--- config.mk ---
export PLATFORM = sky130hd
export DESIGN_NAME = fejkon_fc_capture
export DESIGN_NICKNAME = d
export VERILOG_FILES = /design/src/rtl/fejkon_fc_capture.sv
export SDC_FILE = /design/constraint.sdc
export NUM_CORES = 2
export LEC_CHECK = 0
export BUFFER_PORTS_ARGS = -buffer_cell sky130_fd_sc_hd__buf_4
export CORE_ASPECT_RATIO = 1.5
export CORE_MARGIN = 4
export CORE_UTILIZATION = 53
export CTS_CLUSTER_DIAMETER = 60
export DETAILED_ROUTE_END_ITERATION = 8
export GPL_ROUTABILITY_DRIVEN = 0
export HOLD_SLACK_MARGIN = 0.06
export PLACE_DENSITY_LB_ADDON = 0.05
export SLEW_MARGIN = 10
export SYNTH_ARGS = -nofsm -noshare
export SYNTH_HDL_FRONTEND = slang
export SYNTH_MEMORY_MAX_BITS = 65536
export SYNTH_SLANG_ARGS = --single-unit
export TNS_END_PERCENT = 10
--- constraint.sdc ---
create_clock -name clk -period 29.3 [get_ports clk]
set_input_delay 5.86 -clock clk [delete_from_list [all_inputs] [get_ports clk]]
set_output_delay 5.86 -clock clk [all_outputs]
set_load 0.02 [all_outputs]
--- src/rtl/fejkon_fc_capture.sv ---
// fejkon_fc_capture
//   Debug tap on the 256-bit Avalon-ST FC packet path. Traffic passes through
//   combinationally and unchanged. When armed, whole packets are copied into
//   an on-chip beat buffer that host software drains over the CSR interface.
//
// Parameters
//   DEPTH  capture buffer depth in beats (power of two, 2..256)
//
// Ports
//   clk, reset                clock, asynchronous active-high reset
//   st_in_*                   Avalon-ST sink (from FC MAC receive)
//   st_out_*                  Avalon-ST source (to switch logic)
//   csr_address/write/read    32-bit CSR slave, word addressed
//   csr_writedata/readdata    readdata registered, valid one cycle after read
//
// CSR map
//   0x00 RW  remaining packets to capture (0xFFFFFFFF = unlimited)
//   0x01 RW  read: [31:16] level, [1] overflow, [0] busy; write bit1=1 clears overflow
//   0x02 RO  head metadata: [31] valid, [9:8] channel, [7] sop, [6] eop, [4:0] empty
//   0x03 WO  any write pops the head entry
//   0x10..0x17 RO head data word k = data[32k+31:32k]
module fejkon_fc_capture #(
  parameter int unsigned DEPTH = 16
) (
  input  logic         clk,
  input  logic         reset,
  input  logic [1:0]   st_in_channel,
  input  logic [255:0] st_in_data,
  input  logic         st_in_startofpacket,
  input  logic         st_in_endofpacket,
  input  logic [4:0]   st_in_empty,
  input  logic         st_in_valid,
  output logic         st_in_ready,
  output logic [1:0]   st_out_channel,
  output logic [255:0] st_out_data,
  output logic         st_out_startofpacket,
  output logic         st_out_endofpacket,
  output logic [4:0]   st_out_empty,
  output logic         st_out_valid,
  input  logic         st_out_ready,
  input  logic [7:0]   csr_address,
  input  logic         csr_write,
  input  logic         csr_read,
  input  logic [31:0]  csr_writedata,
  output logic [31:0]  csr_readdata
);

  localparam int unsigned AW = (DEPTH > 1) ? $clog2(DEPTH) : 1;
  localparam int unsigned LW = $clog2(DEPTH) + 1;
  localparam int unsigned EW = 265;
  localparam logic [LW-1:0] FULL_LEVEL = LW'(DEPTH);
  localparam logic [31:0]   REM_INFINITE = '1;

  typedef enum logic [1:0] {
    S_IDLE,
    S_ARMED,
    S_CAPTURE
  } state_t;

  state_t         state;
  logic [31:0]    remaining;
  logic [31:0]    rem_next;
  logic [AW-1:0]  wr_ptr;
  logic [AW-1:0]  rd_ptr;
  logic [LW-1:0]  level;
  logic           overflow;

  logic [EW-1:0]  mem [DEPTH];
  logic [EW-1:0]  entry;
  logic [EW-1:0]  head;

  logic           accepted;
  logic           sop_start;
  logic           store;
  logic           full;
  logic           empty_buf;
  logic           push;
  logic           pop;
  logic           rem_wr;
  logic           ovf_clr;
  logic [31:0]    rd_mux;

  // ---------------------------------------------------------------------------
  // Pass-through: capture never stalls the stream
  // ---------------------------------------------------------------------------
  assign st_out_channel       = st_in_channel;
  assign st_out_data          = st_in_data;
  assign st_out_startofpacket = st_in_startofpacket;
  assign st_out_endofpacket   = st_in_endofpacket;
  assign st_out_empty         = st_in_empty;
  assign st_out_valid         = st_in_valid;
  assign st_in_ready          = st_out_ready;

  // ---------------------------------------------------------------------------
  // Capture qualification
  // ---------------------------------------------------------------------------
  assign accepted  = st_in_valid & st_out_ready;
  // Only an SOP can open a capture, so a packet already in flight when the
  // tap is armed is skipped entirely rather than stored as a headless tail.
  assign sop_start = (state == S_ARMED) & accepted & st_in_startofpacket;
  assign store     = sop_start | ((state == S_CAPTURE) & accepted);

  assign full      = (level == FULL_LEVEL);
  assign empty_buf = (level == '0);
  assign push      = store & ~full;
  assign pop       = csr_write & (csr_address == 8'h03) & ~empty_buf;
  assign rem_wr    = csr_write & (csr_address == 8'h00);
  assign ovf_clr   = csr_write & (csr_address == 8'h01) & csr_writedata[1];

  assign entry = {st_in_channel, st_in_startofpacket, st_in_endofpacket,
                  st_in_empty, st_in_data};
  assign head  = mem[rd_ptr];

  // Host write wins over the SOP decrement in the same cycle.
  always_comb begin
    rem_next = remaining;
    if (rem_wr) begin
      rem_next = csr_writedata;
    end else if (sop_start && (remaining != REM_INFINITE)) begin
      rem_next = remaining - 32'd1;
    end
  end

  // ---------------------------------------------------------------------------
  // Capture FSM and packet budget
  // ---------------------------------------------------------------------------
  // Outside CAPTURE the IDLE/ARMED choice simply follows the next budget, so
  // a host write of 0 disarms and a write of non-zero arms the tap. Inside
  // CAPTURE the packet is always finished before the budget is consulted.
  always_ff @(posedge clk or posedge reset) begin
    if (reset) begin
      state     <= S_IDLE;
      remaining <= '0;
    end else begin
      remaining <= rem_next;
      case (state)
        S_CAPTURE: begin
          if (accepted && st_in_endofpacket) begin
            state <= (rem_next != '0) ? S_ARMED : S_IDLE;
          end
        end
        default: begin
          if (sop_start && !st_in_endofpacket) begin
            state <= S_CAPTURE;
          end else begin
            state <= (rem_next != '0) ? S_ARMED : S_IDLE;
          end
        end
      endcase
    end
  end

  // ---------------------------------------------------------------------------
  // Beat buffer
  // ---------------------------------------------------------------------------
  always_ff @(posedge clk) begin
    if (push) begin
      mem[wr_ptr] <= entry;
    end
  end

  // Pointers wrap naturally because DEPTH is a power of two.
  always_ff @(posedge clk or posedge reset) begin
    if (reset) begin
      wr_ptr <= '0;
      rd_ptr <= '0;
      level  <= '0;
    end else begin
      if (push) begin
        wr_ptr <= wr_ptr + 1'b1;
      end
      if (pop) begin
        rd_ptr <= rd_ptr + 1'b1;
      end
      case ({push, pop})
        2'b10:   level <= level + 1'b1;
        2'b01:   level <= level - 1'b1;
        default: level <= level;
      endcase
    end
  end

  // A beat that finds the buffer full is lost even if a pop frees a slot in
  // the same cycle; a same-cycle clear cannot hide that loss.
  always_ff @(posedge clk or posedge reset) begin
    if (reset) begin
      overflow <= 1'b0;
    end else if (store && full) begin
      overflow <= 1'b1;
    end else if (ovf_clr) begin
      overflow <= 1'b0;
    end
  end

  // ---------------------------------------------------------------------------
  // CSR read path
  // ---------------------------------------------------------------------------
  always_comb begin
    rd_mux = '1;
    if (csr_address == 8'h00) begin
      rd_mux = remaining;
    end else if (csr_address == 8'h01) begin
      rd_mux = {{(16-LW){1'b0}}, level, 14'd0, overflow, (state != S_IDLE)};
    end else if (csr_address == 8'h02) begin
      rd_mux = '0;
      if (!empty_buf) begin
        rd_mux = {1'b1, 21'd0, head[264:263], head[262], head[261], 1'b0,
                  head[260:256]};
      end
    end else if (csr_address[7:3] == 5'b00010) begin
      rd_mux = '0;
      if (!empty_buf) begin
        rd_mux = head[{csr_address[2:0], 5'b00000} +: 32];
      end
    end
  end

  always_ff @(posedge clk or posedge reset) begin
    if (reset) begin
      csr_readdata <= '0;
    end else if (csr_read) begin
      csr_readdata <= rd_mux;
    end
  end

endmodule

==> impl_metrics.ini <==
[yosys]
syn-num-nets = 7483
yosysSeqAreaShare_pct = 77.3
synth_seq_cells = 4320
yosysWarnings = 0
yosysUniqueCellTypes = 68
synth-edff-count = 4240
synth_area_um2 = 167000
async_flop_share_pct = 1.85
netlist_instances = 7160
synth_top_flop_cell = edfxtp_1
syn_avg_cell_area_um2 = 23.4

[clock_network]
cts_inserted_buffers = 400
clkLatencyLatePin_ns = 0.93
cts_tree = built
max-clock-path-buffers = 4
post_cts_buffers = 0
clkTransAtPathRegs_ns = 0.07
cts_resized = 0
cts_htree_levels = 5
clock_sinks = 4320
hold_buffers = 0
cts_root_buffer = clkbuf_16

[cells_and_area]
final_cell_area_um2 = 188000
layout-drive-gt1-share_pct = 33.3
fillers = 22100
nNetsFinal = 8017
stdcell_count = 12200
multiInputGateArea_um2 = 34500
syn2layout_area_growth_pct = 12.6
regArea_um2 = 129000

[setup_path]
slowest_delay_ns = 0.25
critPathMostFrequentCell = buf_4
crit_family = buffers and inverters
path_cells = buf_4, buf_4
path_buf_inv = 2
worstSetupEndpointType = output pin
cp_slowest_cell = buf_4
worstSetupPathType = input port to output pin
crit_required_ns = 23.44
cp.arrival_ns = 6.34
cp_max_fo = 17
critPathLaunchType = input port

[route]
via_per_inst = 6.45
drt_iter0_markers = 8720
vias = 78900
avgRoutedWirePerCell_um = 36.2
drcViolationCount = 0
wirelength_mm = 442
antenna_left = 0
first_pass_iters = 5

[timing]
relSlewSlack_pct = 13.2
max_clock_freq_ghz = 0.0820
fin_tns_setup_ns = 0
finalCritPeriodShare_pct = 41.6
finalHoldViolCount = 0
setup_violations = 0
slew_violations = 0
whs_ns = 0.494
finalClockSkew_ns = 0.0385
fin_ws_ns = 17.10
rsz0062_at_grt = false
tightest_slew_ns = 1.30
final.min_clock_period_ns = 12.20

[floorplanning]
coreArea_um2 = 314000
die_height_um = 696
io_pins = 610
die-area_um2 = 325000
start_util_pct = 53.2
row_count = 252
die_w_um = 467

[power]
clock_power_share_pct = 39.5
p_switching_mw = 2.94
leakage_nw = 57.5
peakVddDrop_mv = 0.0551
p_per_area_nw_per_um2 = 70.4
p_seq_share_pct = 53.1
comb_power_share_pct = 7.4
p_int_mw = 10.3
swShare_pct = 22.2

[placement]
placed_area_um2 = 175000
dp.cells = 11500
post-place-ws_ns = 17.10
io_buffers = 609
dp.final_hpwl_mm = 239

[global_route]
first_global_vias = 81800
track_usage_pct = 27.3
antenna_found_initial = 28
grt_overflow = 0
grt_start_max_net_pins = 139
grt_pass1_wl_mm = 622

[run_status]
status = completed

[min_path]
hold_class = register to register

[job]
cap_violations = 0
## cells in the final DEF (no fill, tap or decap), types with 31 or more instances in the layout
cell type,instances
a21oi_1,66
a221oi_1,54
a22oi_1,89
buf_4,752
bufinv_16,47
clkbuf_1,76
clkbuf_16,407
clkinv_1,76
clkinv_2,73
dfrtp_1,76
edfxtp_1,4240
mux2_2,31
mux2i_1,114
mux4_2,1237
nand2_1,106
nand3_1,32
nor2_1,77
o21ai_0,50
## logic make-up after synthesis
kind of cell	count (synthesis)	synth area share, %
multiplexers	1382	17.5
flip-flops	4320	77.3
AND/OR/NAND/NOR	376	1.10
XOR/XNOR	38	0.199
AO/OA/AOI/OAI	371	1.55
adder cells (fa/ha/maj)	12	0.0942
buffers and inverters	661	2.23
## cell type report
| cell class | count | area share [%] |
|---|---|---|
| Timing Repair Buffer | 779 | 3.28 |
| Multi-Input combinational cell | 2179 | 18.3 |
| Inverter | 14 | 0.0306 |
| Antenna cell | 20 | 0.0266 |
| Clock buffer | 494 | 5.64 |
| Tap cell | 4191 | 2.78 |
| Clock inverter | 232 | 1.27 |
| Sequential cell | 4320 | 68.7 |
## synth_stat cells (all sizes together) (10+ instances only)
cell,n,area [um2]
dfrtp,80,2000
ha,11,138
o221ai,11,96.3
nor3,22,110
xor2,10,87.6
a21oi,66,330
nor2,97,364
mux2i,114,1140
a211oi,22,165
nand4,15,93.8
nor2b,26,163
mux2,31,349
o211ai,10,75.1
o21ai,52,260
buf,490,3090
mux4,1237,27900
clkbuf,157,589
nand3,32,160
xnor2,28,245
a22o,11,96.3
inv,13,48.8
edfxtp,4240,127000
a31oi,18,113
nor4,28,181
a22oi,89,668
nand2,106,398
a221oi,55,482
## power by group through the flow
| stage | logic, mW | clock network (mW) | registers (mW) |
|---|---|---|---|
| 2_1_floorplan | 0.603 | 0 | 7.19 |
| 3_3_place_gp | 0.978 | 0 | 7.15 |
| 3_5_place_dp | 0.993 | 0 | 7.16 |
| 4_1_cts | 0.995 | 5.34 | 7.03 |
| 5_1_grt | 1.04 | 5.59 | 7.04 |
| 6_report | 0.981 | 5.24 | 7.03 |
## worst paths after layout
check                                   end     startpoint  slack [ns]  cells after the start
setup / recovery             st_out_data[2]  st_in_data[2]       17.10                      2
hold / removal                     overflow       overflow        0.49                      2
setup reg to reg            csr_readdata[2]      rd_ptr[1]       22.89                     10
hold reg to reg                    overflow       overflow        0.49                      2
max in group asynchronous         rd_ptr[3]          reset       22.99                      3
min in group asynchronous  csr_readdata[23]          reset        4.90                      2
## state kept, by name, indices dropped and copies added (netlist names)
name and cells:
mem 4240, csr_readdata 32, remaining 32, level 5, rd_ptr 4, wr_ptr 4
state 2, overflow 1
## per-stage QoR
stage	utilization, %	power, mW
after floorplan	-	7.79
after global placement	55.8	8.13
after detailed placement	55.8	8.15
after CTS	59.9	13.4
after global routing	59.9	13.7
final	59.9	13.3
## per-layer routing
metal	vias up	track usage, %	wire [um]
li1	31500	-	-
met1	43600	36.9	169000
met2	3219	45.5	224000
met3	591	5.62	36000
met4	20	7.71	13200
met5	-	0	152
(Power assumes the default switching activity.)
